$ cat src/rtl/four_bit_player_7seg.sv
// Time-multiplexed driver for a 4-digit seven-segment display: scans four hex
// digits round-robin, driving a one-hot digit enable and decoded segments.
module four_bit_player_7seg #(
    parameter int SCAN_DIV    = 4,
    parameter bit SEG_ACT_LOW = 1'b1,
    parameter bit DIG_ACT_LOW = 1'b1
) (
    input  logic       clk,
    input  logic       rst,
    input  logic [3:0] digit_0,
    input  logic [3:0] digit_1,
    input  logic [3:0] digit_2,
    input  logic [3:0] digit_3,
    output logic [6:0] my_display,
    output logic [3:0] my_digit
);

    localparam int CW = $clog2(SCAN_DIV) + 1;
    localparam logic [CW-1:0] CNT_LAST = CW'(SCAN_DIV - 1);

    localparam logic [6:0] SEG_BLANK = SEG_ACT_LOW ? 7'b1111111 : 7'b0000000;
    localparam logic [3:0] DIG_OFF   = DIG_ACT_LOW ? 4'b1111 : 4'b0000;

    // Active-low gfedcba glyphs; anything that is not a clean hex value
    // (including X/Z in simulation) falls through to blank.
    function automatic logic [6:0] hex_to_seg(input logic [3:0] value);
        logic [6:0] seg;
        case (value)
            4'h0:    seg = 7'b1000000;
            4'h1:    seg = 7'b1111001;
            4'h2:    seg = 7'b0100100;
            4'h3:    seg = 7'b0110000;
            4'h4:    seg = 7'b0011001;
            4'h5:    seg = 7'b0010010;
            4'h6:    seg = 7'b0000010;
            4'h7:    seg = 7'b1111000;
            4'h8:    seg = 7'b0000000;
            4'h9:    seg = 7'b0010000;
            4'hA:    seg = 7'b0001000;
            4'hB:    seg = 7'b0000011;
            4'hC:    seg = 7'b1000110;
            4'hD:    seg = 7'b0100001;
            4'hE:    seg = 7'b0000110;
            4'hF:    seg = 7'b0001110;
            default: seg = 7'b1111111;
        endcase
        return seg;
    endfunction

    logic [CW-1:0] cnt_r;
    logic [1:0]    sel_r;
    logic [3:0]    digit_sel_s;
    logic [3:0]    dig_on_s;
    logic [6:0]    seg_on_s;

    // Pick the digit value for the currently selected position.
    always_comb begin
        digit_sel_s = 4'h0;
        case (sel_r)
            2'd0:    digit_sel_s = digit_0;
            2'd1:    digit_sel_s = digit_1;
            2'd2:    digit_sel_s = digit_2;
            2'd3:    digit_sel_s = digit_3;
            default: digit_sel_s = 4'h0;
        endcase
    end

    // Map the active-low glyph and enable onto the configured pin polarity.
    always_comb begin
        dig_on_s = 4'b0001 << sel_r;
        if (DIG_ACT_LOW) begin
            dig_on_s = ~dig_on_s;
        end else begin
            dig_on_s = dig_on_s;
        end
        seg_on_s = hex_to_seg(digit_sel_s);
        if (SEG_ACT_LOW) begin
            seg_on_s = seg_on_s;
        end else begin
            seg_on_s = ~seg_on_s;
        end
    end

    // Prescaler, scan index and registered display outputs.
    always_ff @(posedge clk) begin
        if (rst) begin
            cnt_r      <= '0;
            sel_r      <= 2'd0;
            my_digit   <= DIG_OFF;
            my_display <= SEG_BLANK;
        end else begin
            if (cnt_r == CNT_LAST) begin
                cnt_r <= '0;
                sel_r <= sel_r + 2'd1;
            end else begin
                cnt_r <= cnt_r + CW'(1);
                sel_r <= sel_r;
            end
            my_digit   <= dig_on_s;
            my_display <= seg_on_s;
        end
    end

    four_bit_player_7seg_chk #(
        .DIG_ACT_LOW(DIG_ACT_LOW)
    ) u_chk (
        .clk     (clk),
        .rst     (rst),
        .my_digit(my_digit)
    );

endmodule

// Checker: once a full cycle has passed out of reset, exactly one digit is enabled.
module four_bit_player_7seg_chk #(
    parameter bit DIG_ACT_LOW = 1'b1
) (
    input logic       clk,
    input logic       rst,
    input logic [3:0] my_digit
);

    logic seen_r;
    logic prev_rst_r;

    // Track whether a reset has happened and whether the last edge was in reset.
    always_ff @(posedge clk) begin
        seen_r     <= seen_r | rst;
        prev_rst_r <= rst;
    end

    a_one_hot: assert property (@(posedge clk)
        (!rst && !prev_rst_r && seen_r) |->
            $onehot(DIG_ACT_LOW ? ~my_digit : my_digit));

endmodule

$ cat config.mk
export PLATFORM = sky130hd
export DESIGN_NAME = four_bit_player_7seg
export DESIGN_NICKNAME = d
export VERILOG_FILES = /design/src/rtl/four_bit_player_7seg.sv
export SDC_FILE = /design/constraint.sdc
export NUM_CORES = 1
export LEC_CHECK = 0
export BUFFER_PORTS_ARGS = -buffer_cell sky130_fd_sc_hd__buf_2
export CAP_MARGIN = 5
export CORE_MARGIN = 2
export CORE_UTILIZATION = 32
export DETAILED_ROUTE_END_ITERATION = 8
export PLACE_DENSITY = 0.62
export SETUP_SLACK_MARGIN = 0.4
export SYNTH_ARGS = -nofsm -noshare
export SYNTH_HDL_FRONTEND = slang
export SYNTH_SLANG_ARGS = --single-unit
export TNS_END_PERCENT = 100
$ cat constraint.sdc
create_clock -name clk -period 2.5 [get_ports clk]
set_input_delay 0 -clock clk [delete_from_list [all_inputs] [get_ports clk]]
set_output_delay 0 -clock clk [all_outputs]
set_load 0.01 [all_outputs]
==> flow_summary.toml, run 1 <==
[setup_path]
ff2ff_path_depth = 7
max_stage_delay_ns = 0.53
crit_fanout = 6
crit_chain = "inv_4 -> ha_4 -> a222oi_1 -> mux2_4 -> ha_1 -> or4_1 -> o311a_1"
critical_path_class = "register to register"
required_ns = 2.68
arrival_ns = 2.22
cp-end-kind = "register"
crit_buf_inv = 1
startpoint_type = "register"
cp_top_family = "simple AND/OR/NAND/NOR gates"
worst_path_max_delay_cell = "or4_1"
cp.depth = 7

[grt]
grt_max_degree = 20
grt_pass1_vias = 790
antenna_found_initial = 0
grtUsageTotal_pct = 12.9
grt_pass1_wl_um = 3280
gr-total-overflow = 0

[synth]
ys_types = 25
synthSimpleGateAreaFrac_pct = 9.21
ys_seq_area_share_pct = 36.3
synth_area_sq_um = 883
synth_top_cell_by_area = "dfxtp_1"
yosys_warnings = 0
syn_area_per_cell_sq_um = 10.0
ys_ff_latch = 16
muxShareOfSynthArea_pct = 14.7
synth_top_family_by_area = "adder cells"
netlist_top_cells_area = "dfxtp_1 (36%), ha_1 (18%), mux2i_1 (6.8%), a222oi_1 (4.5%), inv_1 (4.2%)"
synth-compound-area-share_pct = 12.9
synthCells = 88
synth_xor_area_share_pct = 1.98
synth_fa_ha_area_share_pct = 18.4
synth_nets = 119
synthDominantCellAreaShare_pct = 36.3

[min_path]
min_delay_path_depth = 2
min-delay-path-class = "input port to register"

[sta]
setup_viol = 0
rsz0062_at_grt = "yes"
drv_slew = 0
finalSetupTns_ns = 0
clock_skew_ns = 0.00919
max_slew_margin_pct = 75.3
tightestPinTransition_ns = 0.362
min_period_ns = 2.03
hold_violations = 0
clock.fmax_ghz = 0.491
period_share_pct = 81.4

[routing]
met3_length_um = 68
met2WireLength_um = 965
drt-vias-per-instance = 4.99
wl_um = 1850
routedWlPerCell_um = 12.4
wl_met1_um = 792
drtIter0Drc = 13
vias = 743
top_layer_used = "met4"
firstDrtPassIters = 4
drc_errors = 0
drt.antenna.violating_nets = 0

[clock_network]
clockBufferDepth = 2
clkTransAtPathRegs_ns = 0.10
clock-sinks = 16
cts.htree.levels = 1
cts-root-buf = "clkbuf_4"
cts_tree = "built"
clk_latency_ns = 0.29
cts-buffers-inserted = 3
hold_buffers = 0

[die]
fp.dieH_um = 56.5
die_x_um = 56.5
pin_count = 29
core_area_sq_um = 2690
die_area_sq_um = 3200
rows = 19
initial_core_util_pct = 32.9

[cells_and_area]
final_net_count = 150
multi_input_area_sq_um = 566
final_cells = 149
regArea_sq_um = 325
final_core_util_pct = 43.4
syn2layout_area_growth_pct = 31.9
n_antenna_cell = 0
drive_gt1_share_pct = 39.0
fill_cells = 265

[run_status]
outcome = "finished clean"

[placement]
place_inst = 143
detailed_place_hpwl_um = 1370
place_congestion = 0.795
port_buffers = 28

[pwr]
ir_worst_vdd_mv = 0.283
p_leak_nw = 0.531
power_density_nw_per_um2 = 536

[flow_run]
max_cap_violations = 0
worst register-to-register path, stage by stage, from the launching register on:
cell,delay (ns)
dfxtp_4,0.39
inv_4,0.09
ha_4,0.16
a222oi_1,0.09
mux2_4,0.32
ha_1,0.22
or4_1,0.53
o311a_1,0.13
cells in the mapped netlist:
cell      number
nand2b_1       2
o21ai_1        3
mux2i_2        1
o31ai_1        1
clkinv_1       1
buf_2          1
a222oi_1       4
clkbuf_1       3
a211o_1        1
or2b_1         2
nand3_1        1
ha_1          13
o311a_1        1
or4_1          1
xnor2_1        2
mux2_2         3
inv_1         10
dfxtp_1       16
a31oi_1        4
nor3_1         3
mux2_1         2
mux2i_1        6
nor2_1         5
a22oi_1        1
nor3b_1        1
cell usage in the layout (no fill, tap or decap):
cell and count:
inv_2 1, buf_2 28, o311a_1 1, o31ai_1 1, ha_1 9, mux2_1 2, clkinv_1 1, or4_1 1
nor2_1 5, nor3_1 3, mux2_4 3, ha_4 3, a222oi_1 4, nand2b_1 2, inv_1 8, inv_4 1
a211o_1 1, clkbuf_4 3, xnor2_1 2, mux2i_1 6, a22oi_1 1, ha_2 1, buf_4 2, nand3_1 1
nor3b_1 1, dfxtp_2 1, dfxtp_4 1, clkbuf_8 1, mux2i_4 1, or2b_1 2, o21ai_1 3, dfxtp_1 14
a31oi_1 4
what timing repair did:
action	CTS	global route
hold endpoints to repair	0	0
buffers inserted	1	1
endpoints found under the setup margin	4	4
pin swaps	1	0
gates resized for setup	12	5
worst paths after layout:
check	startpoint	to	slack (ns)
min reg2reg	cnt_r[0]$_SDFF_PP0_	cnt_r[0]$_SDFF_PP0_	0.43
max	sel_r[0]$_SDFFE_PP0P_	my_display[0]$_SDFF_PP1_	0.47
min	rst	sel_r[0]$_SDFFE_PP0P_	0.07
max reg2reg	sel_r[0]$_SDFFE_PP0P_	my_display[0]$_SDFF_PP1_	0.47
logic make-up (layout without fill, tap and decap cells):
group	Yosys count	count (layout)
adder cells (fa/ha/maj)	13	13
XOR/XNOR	2	2
AO/OA/AOI/OAI	15	15
multiplexers	12	12
flip-flops	16	16
buffers and inverters	15	45
AND/OR/NAND/NOR	15	15
report_power, final:
part           switching [mW]  total (mW)  internal [mW]
Sequential            0.00876       0.287          0.278
Combinational          0.0836       0.162         0.0787
Clock                  0.0860       0.175         0.0886
metal layers:
layer,GRT usage [%],vias to the layer above
li1,-,370
met1,13.7,357
met2,24.1,12
met3,3.23,4
met4,4.76,0
met5,0,-
flip-flops by register name, indices dropped and copies added (netlist names):
name	count
my_digit	4
my_display	7
cnt_r	3
sel_r	2
through the flow:
stage | setup slack [ns] | area, sq um | total power [mW] | hold slack, ns
final | 0.465 | 1160 | 0.624 | 0.0665
after global routing | 0.365 | 1160 | 0.661 | 0.0783
after CTS | 0.416 | 1150 | 0.627 | 0.0611
after detailed placement | 0.316 | 1050 | 0.439 | 0.370
after global placement | 0.343 | 1050 | 0.434 | 0.361
after floorplan | 0.439 | 885 | 0.392 | 0.304
cell type report:
| class | count | area share (%) |
|---|---|---|
| multi-input combinational | 57 | 48.5 |
| inverter | 11 | 3.76 |
| tap | 31 | 3.33 |
| clock buffer | 4 | 3.11 |
| timing repair buffer | 30 | 13.3 |
| sequential | 16 | 27.9 |
Power figures use the tool's default switching activity.
==> run 2, diff against run 1 <==
- clock period: 2.5 -> 2.1 ns (I/O delays scaled with it)
==> run 2 against run 1 <==
  * Fmax rose by 5.2%
  * Via count grew 6.1%
  * Global-route usage is 0.75 points higher
  * Clock power increased by 16%
  * Non-clock buffer count up 14
  * Sequential power increased by 18%
  * Combinational power increased by 73%
  * Clock-buffer cell count is the same
  * Hold slack better by 0.047 ns
  * Register-to-register slack worse by 0.30 ns
  * Highest routed layer unchanged
==> flow_summary.toml, run 2 (synthesis results as in run 1) <==
[sta]
finalSetupTns_ns = 0
min_period_ns = 1.93
period_share_pct = 92.1
hold_violations = 0
setup_viol = 0
tightestPinTransition_ns = 0.388
drv_slew = 0
rsz0062_at_grt = "yes"
holdWs_ns = 0.113
max_slew_margin_pct = 74.2
clock_skew_ns = 0.00427
clock.fmax_ghz = 0.517

[die]
initial_core_util_pct = 32.9
fp.dieH_um = 56.5
core_area_sq_um = 2690
die_area_sq_um = 3200
die_x_um = 56.5
pin_count = 29
rows = 19

[min_path]
min-delay-path-class = "input port to register"

[routing]
drc_errors = 0
firstDrtPassIters = 6
drt-vias-per-instance = 4.83
wl_um = 2110
vias = 788
drt.antenna.violating_nets = 0
drtIter0Drc = 24
routedWlPerCell_um = 12.9

[run_status]
outcome = "finished clean"

[clock_network]
clkTransAtPathRegs_ns = 0.09
cts-root-buf = "clkbuf_4"
cts.htree.levels = 1
clockBufferDepth = 2
clock-sinks = 16
clk_latency_ns = 0.29
cts-buffers-inserted = 3
cts_tree = "built"
hold_buffers = 0

[setup_path]
critical_path_class = "register to register"
crit_fanout = 5
max_stage_delay_ns = 0.38
startpoint_type = "register"
cp-end-kind = "register"
required_ns = 2.28
crit_top_cell = "ha_4"
crit_chain = "buf_4 -> ha_4 -> a222oi_1 -> mux2_4 -> inv_4 -> ha_4 -> o311a_1"
worst_path_max_delay_cell = "dfxtp_4"
arrival_ns = 2.11

[flow_run]
max_cap_violations = 0

[cells_and_area]
final_net_count = 164
design_area_sq_um = 1430
largest_reg_flops = 7
regMostFlops = "my_display"
largest_registers = "my_display x7, my_digit x4, cnt_r x3"
final_cell_mix = "buf_2 (28), dfxtp_1 (14), buf_4 (13)"
drive_gt1_share_pct = 57.6
n_antenna_cell = 0
fill_cells = 229
syn2layout_area_growth_pct = 62.3
layout_commonest_cell = "buf_2"
final_core_util_pct = 53.4

[placement]
placed_area_sq_um = 1110
port_buffers = 28
place_congestion = 0.709
detailed_place_hpwl_um = 1460

[grt]
grtUsageTotal_pct = 13.6
antenna_found_initial = 0
grt_max_degree = 20
grt_pass1_vias = 757
grt_pass1_wl_um = 3370
gr-total-overflow = 0

[pwr]
power_density_nw_per_um2 = 573
ir_worst_vdd_mv = 0.308
p_leak_nw = 0.612
power.total_uw = 822
## run 2: worst paths after layout
path	start	endpoint	slack, ns	depth (start not counted)
setup reg to reg	sel_r[0]$_SDFFE_PP0P_	my_display[0]$_SDFF_PP1_	0.17	7
hold / removal	rst	sel_r[0]$_SDFFE_PP0P_	0.11	2
setup / recovery	sel_r[0]$_SDFFE_PP0P_	my_display[0]$_SDFF_PP1_	0.17	7
hold reg to reg	cnt_r[0]$_SDFF_PP0_	cnt_r[0]$_SDFF_PP0_	0.44	1
## run 2: final cells by class
cell class	count	area [sq um]	area share, %
timing repair buffer	44	280	19.5
tap	31	38.8	2.71
multi-input combinational	57	697	48.6
clock buffer	4	36.3	2.53
sequential	16	328	22.9
inverter	11	53.8	3.75
## run 2: power breakdown
part           internal [mW]  switching, mW
combinational          0.146          0.134
sequential             0.330        0.00919
clock                  0.106         0.0971
total                  0.581          0.240
## run 2: through the flow
step                std cells  setup WS [ns]
finish                    163          0.165
global route              163         0.0539
CTS                       158          0.173
detailed placement        146         0.0790
global placement          146          0.127
floorplan                  88          0.210
## run 2: worst max-delay path: cells and delay by family, from the launching register on
| kind | cells | cell delay [ns] |
|---|---|---|
| adder cells (fa/ha/maj) | 2 | 0.35 |
| buffers and inverters | 2 | 0.20 |
| multiplexers | 1 | 0.28 |
| flip-flops | 1 | 0.38 |
| AO/OA/AOI/OAI | 2 | 0.61 |
## run 2: per-layer routing
layer | wire length, um | global-route usage [%]
met3 | 96 | 3.00
met1 | 926 | 15.1
met5 | 0 | 0
met2 | 1050 | 24.1
met4 | 34 | 7.14
## run 2: repair_timing
action | 4_1_cts | 5_1_grt
setup buffers | 8 | 5
setup endpoints to repair | 7 | 7
pin swaps | 7 | 13
gates resized for setup | 19 | 16
==> run 3, diff against run 2 <==
- CTS_BUF_LIST: unset -> sky130_fd_sc_hd__clkbuf_16
- clock period: 2.1 -> 2.3 ns (I/O delays scaled with it)
==> run 3 against run 2 <==
  * Via count fell by 1.4%
  * Fmax shrank 0.69%
  * Clock power up 65%
  * Utilization fell by 3.0 points
  * Non-clock buffer count fell by 7
  * Critical endpoint unchanged
==> flow_summary.toml, run 3 (synthesis results as in run 1) <==
[run_status]
outcome = "finished clean"

[flow_run]
max_cap_violations = 0

[routing]
drtIter0Drc = 26
drc_errors = 0
wl_um = 2040
drt.antenna.violating_nets = 0
routedWlPerCell_um = 13.1
vias = 777
drt-vias-per-instance = 4.98
firstDrtPassIters = 4

[grt]
grtUsageTotal_pct = 14.0
grt_max_degree = 20
grt_pass1_wl_um = 3360
gr-total-overflow = 0
grt_pass1_vias = 739
antenna_found_initial = 0

[cells_and_area]
final_net_count = 157
final_cell_mix = "buf_2 (28), dfxtp_1 (14), ha_4 (9), buf_4 (9)"
regMostFlops = "my_display"
largest_reg_flops = 7
final_core_util_pct = 50.4
layout_commonest_cell = "buf_2"
largest_registers = "my_display x7, my_digit x4, cnt_r x3"
drive_gt1_share_pct = 51.2
syn2layout_area_growth_pct = 53.3
n_antenna_cell = 0

[setup_path]
startpoint_type = "register"
crit_fanout = 6
crit_chain = "inv_4 -> ha_4 -> a222oi_1 -> mux2_4 -> ha_4 -> or4_1 -> o311a_1"
crit_top_cell = "ha_4"
cp-end-kind = "register"
max_stage_delay_ns = 0.47
required_ns = 2.43
critical_path_class = "register to register"
ff2ff_path_depth = 7
worst_path_max_delay_cell = "or4_1"
arrival_ns = 2.08

[pwr]
switching_share_pct = 25.7
power.share.combinational_pct = 25.2
p_clk_share_pct = 38.6
power.total_uw = 864
intPower_uw = 642
p_seq_share_pct = 36.2
power_density_nw_per_um2 = 638
p_leak_nw = 0.583
ir_worst_vdd_mv = 0.314
p_sw_uw = 222

[die]
pin_count = 29
fp.dieH_um = 56.5
core_area_sq_um = 2690
initial_core_util_pct = 32.9
die_area_sq_um = 3200
rows = 19
die_x_um = 56.5

[placement]
pre_cts_ws_ns = 0.213
detailed_place_hpwl_um = 1410
port_buffers = 28
place_congestion = 0.765

[clock_network]
clockBufferDepth = 2
cts-root-buf = "clkbuf_16"
clk_latency_ns = 0.24
cts_tree = "built"
cts-buffers-inserted = 3
hold_buffers = 0
cts.htree.levels = 1
clkTransAtPathRegs_ns = 0.05
clock-sinks = 16

[min_path]
min_delay_path_depth = 2
min-delay-path-class = "input port to register"

[sta]
drv_slew = 0
finalSetupTns_ns = 0
max_slew_margin_pct = 77.1
clock.fmax_ghz = 0.513
layout_setup_ws_ns = 0.352
tightestPinTransition_ns = 0.343
min_period_ns = 1.95
clock_skew_ns = 0.00148
hold_violations = 0
period_share_pct = 84.7
setup_viol = 0
rsz0062_at_grt = "yes"
run 3: final timing paths:
path	startpoint	end	slack [ns]
worst min register to register	cnt_r[0]$_SDFF_PP0_	cnt_r[0]$_SDFF_PP0_	0.43
worst max register to register	sel_r[1]$_SDFFE_PP0P_	my_display[0]$_SDFF_PP1_	0.35
worst min-delay path	rst	sel_r[1]$_SDFFE_PP0P_	0.12
worst max-delay path	sel_r[1]$_SDFFE_PP0P_	my_display[0]$_SDFF_PP1_	0.35
run 3: power by group through the flow:
stage	combinational, mW	clock [mW]	sequential (mW)
2_1_floorplan	0.108	0	0.327
3_3_place_gp	0.164	0	0.316
3_5_place_dp	0.170	0	0.318
4_1_cts	0.203	0.335	0.313
5_1_grt	0.238	0.355	0.314
6_report	0.218	0.334	0.312
run 3: layout make-up:
class | count | area, sq um
well taps | 31 | 38.8
clock buffers | 3 | 75.1
repair buffers | 37 | 208
multi-input cells | 57 | 644
clock inverters | 1 | 3.75
inverters | 11 | 56.3
fillers | 242 | 1330
flip-flops and latches | 16 | 328
run 3: stage by stage:
| stage | instances | hold slack [ns] | instance area, sq um |
|---|---|---|---|
| 2_1_floorplan | 88 | 0.304 | 923 |
| 3_3_place_gp | 144 | 0.359 | 1080 |
| 6_report | 156 | 0.116 | 1350 |
| 5_1_grt | 156 | 0.149 | 1350 |
| 3_5_place_dp | 144 | 0.363 | 1080 |
| 4_1_cts | 154 | 0.113 | 1320 |
run 3: routing by layer:
metal / vias up / wire length (um) / track usage [%]
li1: 387 / - / -
met1: 357 / 845 / 15.3
met2: 28 / 1000 / 23.4
met3: 5 / 136 / 3.92
met4: 0 / 53 / 8.84
met5: - / 0 / 0
run 3: timing repair:
action / 4_1_cts / 5_1_grt
endpoints found under the setup margin: 7 / 7
pin swaps: 6 / 12
buffers inserted: 6 / 2
gates resized for setup: 24 / 5
run 3: worst max-delay path, delay by kind of cell (launching register included):
kind	cells	cell delay [ns]
AO/OA/AOI/OAI	2	0.22
adder cells (fa/ha/maj)	2	0.33
buffers and inverters	1	0.09
flip-flops	1	0.37
multiplexers	1	0.35
AND/OR/NAND/NOR	1	0.47
